$ cat config.mk
export PLATFORM = sky130hd
export DESIGN_NAME = div_iter32
export DESIGN_NICKNAME = d
export VERILOG_FILES = /design/src/rtl/div_iter32_pkg.sv /design/src/rtl/div_sub32.sv /design/src/rtl/div_iter32.sv
export SDC_FILE = /design/constraint.sdc
export NUM_CORES = 1
export LEC_CHECK = 0
export ABC_AREA = 1
export CAP_MARGIN = 20
export CORE_MARGIN = 5
export CORE_UTILIZATION = 60
export CTS_CLUSTER_DIAMETER = 150
export DETAILED_ROUTE_END_ITERATION = 8
export PLACE_DENSITY = 0.82
export SYNTH_ARGS = -nofsm -noshare
export SYNTH_HDL_FRONTEND = slang
export SYNTH_SLANG_ARGS = --single-unit
$ cat constraint.sdc
create_clock -name clk -period 9.1 [get_ports clk]
set_input_delay 1.82 -clock clk [delete_from_list [all_inputs] [get_ports clk]]
set_output_delay 1.82 -clock clk [all_outputs]
set_load 0.02 [all_outputs]
$ cat src/rtl/div_iter32_pkg.sv
// Shared ALU definitions for the iterative RV32M divider: op encodings,
// controller states, width constants and sign-magnitude helpers.
package div_iter32_pkg;

  localparam int XLEN      = 32;
  localparam int CNT_W     = 6;
  localparam int DIV_ITERS = 32;

  localparam logic [XLEN-1:0] INT_MIN = 32'h8000_0000;

  // op[1] selects remainder, op[0] selects unsigned
  localparam logic [1:0] DIV_OP_DIV  = 2'b00;
  localparam logic [1:0] DIV_OP_DIVU = 2'b01;
  localparam logic [1:0] DIV_OP_REM  = 2'b10;
  localparam logic [1:0] DIV_OP_REMU = 2'b11;

  typedef enum logic [1:0] {
    ST_IDLE = 2'b00,
    ST_CALC = 2'b01,
    ST_FIX  = 2'b10
  } div_state_e;

  // Two's complement negation modulo 2^32; INT_MIN maps onto itself, which
  // reads correctly as the unsigned magnitude 2^31.
  function automatic logic [XLEN-1:0] neg32(input logic [XLEN-1:0] x);
    return ~x + 32'd1;
  endfunction

  function automatic logic [XLEN-1:0] cond_neg32(input logic [XLEN-1:0] x,
                                                 input logic            en);
    logic [XLEN-1:0] r;
    if (en) begin
      r = neg32(x);
    end else begin
      r = x;
    end
    return r;
  endfunction

endpackage

$ cat src/rtl/div_sub32.sv
// 32-bit subtractor a - b built on the carry-lookahead adder: b is inverted
// and carry-in is tied high. no_borrow_o is the adder carry-out (a >= b).
module div_sub32
  import div_iter32_pkg::*;
(
  input  logic [XLEN-1:0] a_i,
  input  logic [XLEN-1:0] b_i,
  output logic [XLEN-1:0] diff_o,
  output logic            no_borrow_o
);

  logic [XLEN-1:0] bn_s;
  logic [XLEN-1:0] g_s;
  logic [XLEN-1:0] p_s;
  logic [XLEN:0]   c_s;

  assign bn_s = ~b_i;
  assign g_s  = a_i & bn_s;
  assign p_s  = a_i ^ bn_s;

  // Carry network: 4-bit groups with lookahead across group boundaries
  always_comb begin
    logic gg;
    logic pg;
    int   base;
    c_s    = '0;
    c_s[0] = 1'b1;
    gg     = 1'b0;
    pg     = 1'b0;
    base   = 0;
    for (int k = 0; k < XLEN / 4; k++) begin
      base = 4 * k;
      gg = g_s[base+3]
         | (p_s[base+3] & (g_s[base+2]
         | (p_s[base+2] & (g_s[base+1]
         | (p_s[base+1] & g_s[base])))));
      pg = &p_s[base +: 4];
      for (int j = 0; j < 3; j++) begin
        c_s[base+j+1] = g_s[base+j] | (p_s[base+j] & c_s[base+j]);
      end
      c_s[base+4] = gg | (pg & c_s[base]);
    end
  end

  assign diff_o      = p_s ^ c_s[XLEN-1:0];
  assign no_borrow_o = c_s[XLEN];

endmodule

$ cat src/rtl/div_iter32.sv
// Iterative 32-bit restoring divider for DIV/DIVU/REM/REMU. One quotient bit
// per cycle through a single shared subtractor, then a sign-fix cycle.
module div_iter32
  import div_iter32_pkg::*;
(
  input  logic            clk,
  input  logic            rst_n,
  input  logic            start,
  input  logic [1:0]      op,
  input  logic [XLEN-1:0] dividend,
  input  logic [XLEN-1:0] divisor,
  input  logic            kill,
  output logic            busy,
  output logic            valid,
  output logic [XLEN-1:0] result
);

  div_state_e state_q, state_d;

  logic [1:0]       op_q, op_d;
  logic             quo_neg_q, quo_neg_d;
  logic             rem_neg_q, rem_neg_d;
  logic [XLEN-1:0]  divisor_q, divisor_d;
  // The partial remainder is architecturally 33 bits, but its top bit is
  // always zero after an update (a restored value has sh[32]=0), so only
  // the low 32 bits are stored.
  logic [XLEN-1:0]  rem_q, rem_d;
  logic [XLEN-1:0]  quo_q, quo_d;
  logic [CNT_W-1:0] cnt_q, cnt_d;
  logic             busy_q, busy_d;
  logic             valid_q, valid_d;
  logic [XLEN-1:0]  result_q, result_d;

  logic [XLEN:0]    sh_s;
  logic [XLEN-1:0]  diff_s;
  logic             no_borrow_s;
  logic             ge_s;
  logic             accept_s;
  logic             in_signed_s;
  logic             div_zero_s;
  logic             overflow_s;
  logic             special_s;
  logic [XLEN-1:0]  special_res_s;
  logic             last_iter_s;

  assign sh_s        = {rem_q, quo_q[XLEN-1]};
  assign ge_s        = sh_s[XLEN] | no_borrow_s;
  assign accept_s    = (state_q == ST_IDLE) & start & ~kill;
  assign in_signed_s = ~op[0];
  assign div_zero_s  = (divisor == 32'h0000_0000);
  assign overflow_s  = in_signed_s & (dividend == INT_MIN) & (divisor == 32'hFFFF_FFFF);
  assign special_s   = div_zero_s | overflow_s;
  assign last_iter_s = (cnt_q == CNT_W'(DIV_ITERS - 1));

  // Result for the cases that bypass the iteration entirely
  always_comb begin
    special_res_s = 32'h0000_0000;
    if (div_zero_s) begin
      special_res_s = op[1] ? dividend : 32'hFFFF_FFFF;
    end else begin
      special_res_s = op[1] ? 32'h0000_0000 : INT_MIN;
    end
  end

  div_sub32 u_sub (
    .a_i         (sh_s[XLEN-1:0]),
    .b_i         (divisor_q),
    .diff_o      (diff_s),
    .no_borrow_o (no_borrow_s)
  );

  // FSM state register
  always_ff @(posedge clk or negedge rst_n) begin
    if (!rst_n) begin
      state_q <= ST_IDLE;
    end else begin
      state_q <= state_d;
    end
  end

  // FSM next-state logic
  always_comb begin
    state_d = state_q;
    case (state_q)
      ST_IDLE: begin
        if (accept_s && !special_s) begin
          state_d = ST_CALC;
        end else begin
          state_d = ST_IDLE;
        end
      end
      ST_CALC: begin
        if (kill) begin
          state_d = ST_IDLE;
        end else if (last_iter_s) begin
          state_d = ST_FIX;
        end else begin
          state_d = ST_CALC;
        end
      end
      ST_FIX:  state_d = ST_IDLE;
      default: state_d = ST_IDLE;
    endcase
  end

  // FSM output and datapath next values
  always_comb begin
    op_d      = op_q;
    quo_neg_d = quo_neg_q;
    rem_neg_d = rem_neg_q;
    divisor_d = divisor_q;
    rem_d     = rem_q;
    quo_d     = quo_q;
    cnt_d     = cnt_q;
    result_d  = result_q;
    valid_d   = 1'b0;
    busy_d    = (state_d != ST_IDLE);
    case (state_q)
      ST_IDLE: begin
        if (accept_s && special_s) begin
          result_d = special_res_s;
          valid_d  = 1'b1;
        end else if (accept_s) begin
          op_d      = op;
          quo_neg_d = dividend[XLEN-1] ^ divisor[XLEN-1];
          rem_neg_d = dividend[XLEN-1];
          divisor_d = cond_neg32(divisor, in_signed_s & divisor[XLEN-1]);
          quo_d     = cond_neg32(dividend, in_signed_s & dividend[XLEN-1]);
          rem_d     = 32'h0000_0000;
          cnt_d     = '0;
        end else begin
          valid_d = 1'b0;
        end
      end
      ST_CALC: begin
        if (!kill) begin
          // When ge is clear sh[32] is zero, so sh fits the stored width
          rem_d = ge_s ? diff_s : sh_s[XLEN-1:0];
          quo_d = {quo_q[XLEN-2:0], ge_s};
          cnt_d = cnt_q + 6'd1;
        end else begin
          cnt_d = cnt_q;
        end
      end
      ST_FIX: begin
        if (!kill) begin
          if (op_q[1]) begin
            result_d = cond_neg32(rem_q, ~op_q[0] & rem_neg_q);
          end else begin
            result_d = cond_neg32(quo_q, ~op_q[0] & quo_neg_q);
          end
          valid_d = 1'b1;
        end else begin
          valid_d = 1'b0;
        end
      end
      default: valid_d = 1'b0;
    endcase
  end

  // Datapath and output registers
  always_ff @(posedge clk or negedge rst_n) begin
    if (!rst_n) begin
      op_q      <= 2'b00;
      quo_neg_q <= 1'b0;
      rem_neg_q <= 1'b0;
      divisor_q <= 32'h0000_0000;
      rem_q     <= 32'h0000_0000;
      quo_q     <= 32'h0000_0000;
      cnt_q     <= '0;
      busy_q    <= 1'b0;
      valid_q   <= 1'b0;
      result_q  <= 32'h0000_0000;
    end else begin
      op_q      <= op_d;
      quo_neg_q <= quo_neg_d;
      rem_neg_q <= rem_neg_d;
      divisor_q <= divisor_d;
      rem_q     <= rem_d;
      quo_q     <= quo_d;
      cnt_q     <= cnt_d;
      busy_q    <= busy_d;
      valid_q   <= valid_d;
      result_q  <= result_d;
    end
  end

  assign busy   = busy_q;
  assign valid  = valid_q;
  assign result = result_q;

endmodule

==> impl_metrics.yaml, run 1 <==
setup_path:
  r2r_slack_ps: 5350
  critPathLaunchType: "input port"
  cp_slowest_cell: "a22oi_4"
  worstRegToRegCells: 24
  crit_path_max_fanout: 28
  max_stage_delay_ps: 650
  end_kind: "flop"
  worstReg2RegEnd: "rem_q[27]"
  critPathKind: "input port to flop"
  arrival_ps: 5080
  cp_cell_sequence: "clkdlybuf4s50_1, inv_1, ha_1, inv_1, nor3_2, nand2_1, nor3_2, nand4_1, nor3_1, nand4_1, nand2_2, a22oi_4, clkinv_2, nand2_4, inv_2, o211ai_1, nand2_1"
  required_ps: 9420
  reg2reg_from: "rem_q[0]"
global_routing:
  grt_pass1_vias: 10500
  antenna_found_initial: 0
  grt_start_max_net_pins: 95
  track_usage_pct: 29.8
  grt_pass1_wl_mm: 53.0
  grt_overflow: 0
sta:
  slew_headroom_pct: 32.9
  worstMarginPinSlew_ps: 1000
  grt_setup_unrepaired: "no"
  timing.fmax_mhz: 210
  fin_tns_setup_ps: 0
  drv_slew: 0
  period_share_pct: 52.3
  skew_ps: 13.6
  hold_viol_final: 0
  fin_crit_ps: 4760
  setup_viol: 0
routing:
  post_drt_wl_per_cell_um: 17.1
  drt_first_pass_iters: 6
  wl_mm: 32.0
  vias: 11100
  drc: 0
  ant_nets: 0
  drtIter0Drc: 1249
  routed_via_density: 5.94
die:
  core_um2: 18600
  num_rows: 50
  die_area_um2: 21600
  fp.dieW_um: 147
  die_h_um: 147
  floorplan.initialDensity_pct: 60.7
  ioPinCount: 104
placed_design:
  gp_congestion: 0.943
  dp.cells: 1839
  portBuffers: 103
  hpwl_mm: 22.7
clocking:
  clkSinkCount: 142
  htree_num_levels: 4
  path_clk_slew_ps: 60
  root_buffer: "clkbuf_16"
  postCtsSetupBuffers: 0
  cts_buffers: 17
  clockBufferDepth: 2
  ctsHoldBuffers: 0
  cts.repair.resized: 0
  cts_tree: "yes"
  clk-insertion-delay-late_ps: 440
yosys:
  syn-mean-instance-area_um2: 7.24
  yosys_warnings: 0
  synth.distinct_cells: 53
  ys_seq_area_share_pct: 31.5
  syn_inst: 1557
  synth_area_um2: 11300
  synthTopCellsByArea: "dfrtp_1 32%, nand2_1 12%, inv_1 6.7%"
  synth_top_area_share_pct: 31.5
  syn_nets: 1689
  ys_ff_latch: 142
  synth_area_leader_cell: "dfrtp_1"
outcome:
  status: "completed"
finish:
  drive_gt1_share_pct: 6.41
  fin_nets: 1757
  diodes: 0
  areaGrowthSynthToFinish_pct: 14.8
  post-route-util_pct: 69.6
  stdcell_count: 1872
  fillCellCount: 1571
power:
  power.density_nw_per_um2: 275
  power_leakage_nw: 6.08
  vdd.ir_drop.worst_mv: 0.160
worst_hold_path:
  hp-start: "result[31]"
  min_path_type: "flop to flop"
  holdPathStages: 2
  min_to: "result[31]"
run:
  drv_cap: 0
[critical path: cells and delay by family]
| kind | cells | cell delay (ps) |
|---|---|---|
| simple gates | 9 | 1050 |
| compound gates | 2 | 740 |
| fa+ha+maj | 1 | 200 |
| buf+inv | 5 | 1260 |
[state kept, by name, summed over array words and instances (netlist names)]
signal     cells
op_q           2
rem_neg_q      1
rem_q         32
busy           1
result        32
divisor_q     32
valid          1
state_q        2
quo_neg_q      1
cnt_q          6
quo_q         32
[report_power, final]
part           internal [W]  leakage [nW]  switching [W]  total (W)
clock network      0.000444         0.289       0.000273   0.000717
logic              0.000694          3.95        0.00114    0.00184
registers          0.000789          1.84       0.000221    0.00101
total               0.00193          6.08        0.00164    0.00356
[cells by family after synthesis]
logic type	share of synthesized area [%]
and+or+nand+nor	28.9
adders and majority gates	8.41
DFF	31.5
AOI/OAI and AO/OA	15.4
xor gates and xnor gates	5.52
buffers and inverters	10.2
[how the worst max path moves through the flow]
stage | endpoint | slack (ps) | cells after the start | startpoint
floorplan | quo_q[1] | 5470 | 15 | divisor[0]
global placement | result[24] | 4070 | 17 | dividend[0]
detailed placement | result[24] | 3900 | 17 | dividend[0]
CTS | result[29] | 4340 | 17 | dividend[0]
global route | result[20] | 4090 | 17 | dividend[0]
finish | result[29] | 4340 | 17 | dividend[0]
[routing by layer]
metal  vias up  global-route usage (%)  wire length, µm
met5         -                       0                0
met4         0                    10.1              863
met1      5170                    42.1            13700
met3        79                    5.89             2890
met2       584                    46.2            14600
li1       5287                       -                -
[through the flow]
stage               hold WS, ps  setup slack (ps)  area (µm²)  total power, W
detailed placement          465              3900       12300         0.00278
finish                      484              4340       12900         0.00356
global route                504              4090       12900         0.00387
CTS                         487              4340       12900         0.00353
global placement            465              4070       12300         0.00272
floorplan                   453              5470       11300         0.00238
[area by class of cell]
type | count | area (µm²) | area share (%)
Clock inverter | 7 | 110 | 0.851
Sequential cell | 142 | 3550 | 27.5
Multi-Input combinational cell | 1142 | 6590 | 50.9
Tap cell | 234 | 293 | 2.26
Clock buffer | 25 | 475 | 3.67
Timing Repair Buffer | 115 | 1140 | 8.83
Inverter | 207 | 779 | 6.02
[cells in the mapped netlist (all sizes together)]
| master | n |
|---|---|
| nand2 | 367 |
| nor3 | 47 |
| o211ai | 23 |
| a22o | 1 |
| nor2 | 132 |
| or2 | 6 |
| dfrtp | 142 |
| or4 | 1 |
| o32ai | 2 |
| a41oi | 1 |
| nor4 | 8 |
| a21oi | 62 |
| inv | 205 |
| clkbuf | 36 |
| nand4 | 20 |
| nand3b | 1 |
| ha | 39 |
| o41ai | 1 |
| o221ai | 30 |
| xor2 | 50 |
| a2111oi | 1 |
| a221oi | 1 |
| o2111ai | 1 |
| nor3b | 1 |
| xnor2 | 21 |
| clkinv | 2 |
| fa | 23 |
| a31oi | 12 |
| or3 | 1 |
| a22oi | 1 |
| o21a | 7 |
| nand3 | 135 |
| buf | 30 |
| o31ai | 3 |
| o21ai | 137 |
| o22ai | 7 |
[cell usage in the layout, fill, tap and decap left out, types with 23 or more instances in the layout]
| cell | instances |
|---|---|
| fa_1 | 23 |
| clkdlybuf4s50_1 | 102 |
| ha_1 | 39 |
| o21ai_0 | 119 |
| dfrtp_1 | 142 |
| nor3_1 | 39 |
| inv_1 | 202 |
| nand3_1 | 124 |
| xor2_1 | 50 |
| nor2_1 | 115 |
| o221ai_1 | 30 |
| a21oi_1 | 61 |
| nand2_1 | 354 |
No activity file was read; power rests on OpenSTA's default activity.
==> run 2: changes to the inputs <==
--- a/config.mk
+++ b/config.mk
@@ -8,10 +8,10 @@
 export ABC_AREA = 1
 export CAP_MARGIN = 20
 export CORE_MARGIN = 5
-export CORE_UTILIZATION = 60
+export CORE_UTILIZATION = 59
 export CTS_CLUSTER_DIAMETER = 150
 export DETAILED_ROUTE_END_ITERATION = 8
-export PLACE_DENSITY = 0.82
+export PLACE_DENSITY = 0.81
 export SYNTH_ARGS = -nofsm -noshare
 export SYNTH_HDL_FRONTEND = slang
 export SYNTH_SLANG_ARGS = --single-unit
==> constraint.sdc (replaced) <==
create_clock -name clk -period 4.75 [get_ports clk]
set_input_delay 0.95 -clock clk [delete_from_list [all_inputs] [get_ports clk]]
set_output_delay 0.95 -clock clk [all_outputs]
set_load 0.02 [all_outputs]
==> run 2 against run 1 <==
Net effect:
- final area increased by 0.57%
- critical path depth increased by 11
- die area increased by 1.6%
- count of clock-buffer cells in the layout decreased by 5
- clock skew decreased by 5.8 ps
- flip-flop and latch count unchanged
- sequential power increased by 91%
- first-iteration DRC count decreased by 8.7%
- sequential share of layout area decreased by 0.16 points
- largest power group unchanged
==> impl_metrics.yaml, run 2 (synthesized netlist as in run 1, its figures left out) <==
outcome:
  status: "completed"
global_routing:
  grt_pass1_wl_mm: 51.9
  grt_pass1_vias: 10400
  grt_start_max_net_pins: 82
  grt_overflow: 0
  track_usage_pct: 28.9
  antenna_found_initial: 0
placed_design:
  hpwl_mm: 22.8
  portBuffers: 103
  gp_congestion: 0.945
  post-place-ws_ps: 722
clocking:
  clockBufferDepth: 2
  root_buffer: "clkbuf_16"
  postCtsSetupBuffers: 0
  cts_buffers: 17
  cts_tree: "yes"
  ctsHoldBuffers: 0
  path_clk_slew_ps: 60
  htree_num_levels: 4
  clkSinkCount: 142
  clk-insertion-delay-late_ps: 440
  cts.repair.resized: 0
finish:
  final_cell_mix: "354 x nand2_1, 202 x inv_1, 142 x dfrtp_1, 124 x nand3_1, 119 x o21ai_0"
  diodes: 0
  areaGrowthSynthToFinish_pct: 15.4
  final_common_cell: "nand2_1"
  post-route-util_pct: 69.3
  fin_nets: 1763
  drive_gt1_share_pct: 7.00
  fillCellCount: 1584
sta:
  slew_headroom_pct: 43.6
  drv_slew: 0
  skew_ps: 7.77
  timing.fmax_mhz: 268
  setup_viol: 0
  period_share_pct: 78.5
  fin_crit_ps: 3730
  fin_tns_setup_ps: 0
  hold_viol_final: 0
  worstMarginPinSlew_ps: 845
  fin_ws_ps: 1020
  grt_setup_unrepaired: "no"
setup_path:
  required_ps: 5070
  path_delay_family: "simple AND/OR/NAND/NOR gates"
  critical_path_buf_inv_count: 2
  arrival_ps: 4050
  cp_slowest_cell: "dfrtp_1"
  max_stage_delay_ps: 470
  crit_path_frequent_cell: "nand2_1"
  crit_path_max_fanout: 6
  end_kind: "flop"
  critPathLaunchType: "flop"
  critPathKind: "flop to flop"
run:
  drv_cap: 0
routing:
  drtIter0Drc: 1140
  drt_first_pass_iters: 8
  post_drt_wl_per_cell_um: 16.7
  drc: 0
  ant_nets: 0
  wl_mm: 31.3
  routed_via_density: 5.85
  vias: 11000
power:
  power_leakage_nw: 6.11
  vdd.ir_drop.worst_mv: 0.279
  power.density_nw_per_um2: 527
die:
  fp.dieW_um: 148
  core_um2: 18800
  die_h_um: 148
  ioPinCount: 104
  die_area_um2: 22000
  floorplan.initialDensity_pct: 60.1
  num_rows: 50
worst_hold_path:
  min_path_type: "flop to flop"
run 2: where the power goes:
group          leakage [nW]  total [W]  internal [W]  switching [W]
Clock                 0.296    0.00142      0.000886       0.000532
Sequential             1.84    0.00193       0.00151       0.000421
Combinational          3.98    0.00350       0.00133        0.00217
Total                  6.11    0.00685       0.00373        0.00313
run 2: final cells by class:
class | instances | area (µm²) | share of cell area (%)
timing repair buffer | 121 | 1190 | 9.12
clock buffer | 20 | 447 | 3.43
tap | 234 | 293 | 2.25
sequential | 142 | 3550 | 27.3
multi-input combinational | 1142 | 6590 | 50.6
inverter | 207 | 779 | 5.99
clock inverter | 12 | 168 | 1.29
run 2: worst paths after layout:
kind,start,endpoint,slack (ps),cells after the start
max,rem_q[0],rem_q[31],1020,28
min,result[31],result[31],480,2
max reg2reg,rem_q[0],rem_q[31],1020,28
min reg2reg,result[31],result[31],480,2
max in group asynchronous,rst_n,quo_q[12],3160,2
min in group asynchronous,rst_n,quo_q[7],560,1
run 2: through the flow:
| step | power, W | hold WS, ps | instances | area, µm² |
|---|---|---|---|---|
| after detailed placement | 0.00534 | 465 | 1845 | 12400 |
| after CTS | 0.00679 | 482 | 1877 | 13000 |
| final | 0.00685 | 479 | 1878 | 13000 |
| after floorplan | 0.00455 | 453 | 1557 | 11300 |
| after global routing | 0.00749 | 491 | 1878 | 13000 |
| after global placement | 0.00522 | 464 | 1845 | 12400 |
run 2: worst min-delay path, cell delays in order (launching register included):
cell and delay (ps):
dfrtp_1 340, nand2_1 50, nand2_1 50
run 2: layer usage:
layer  part of all wire, %  wire, µm  track usage (%)  up-vias
li1                      -         -                -     5294
met1                    44     13800             40.0     5109
met2                    46     14300             46.7      519
met3                   8.0      2510             5.24       57
met4                   2.4       756             8.78        0
met5                     0         0                0        -
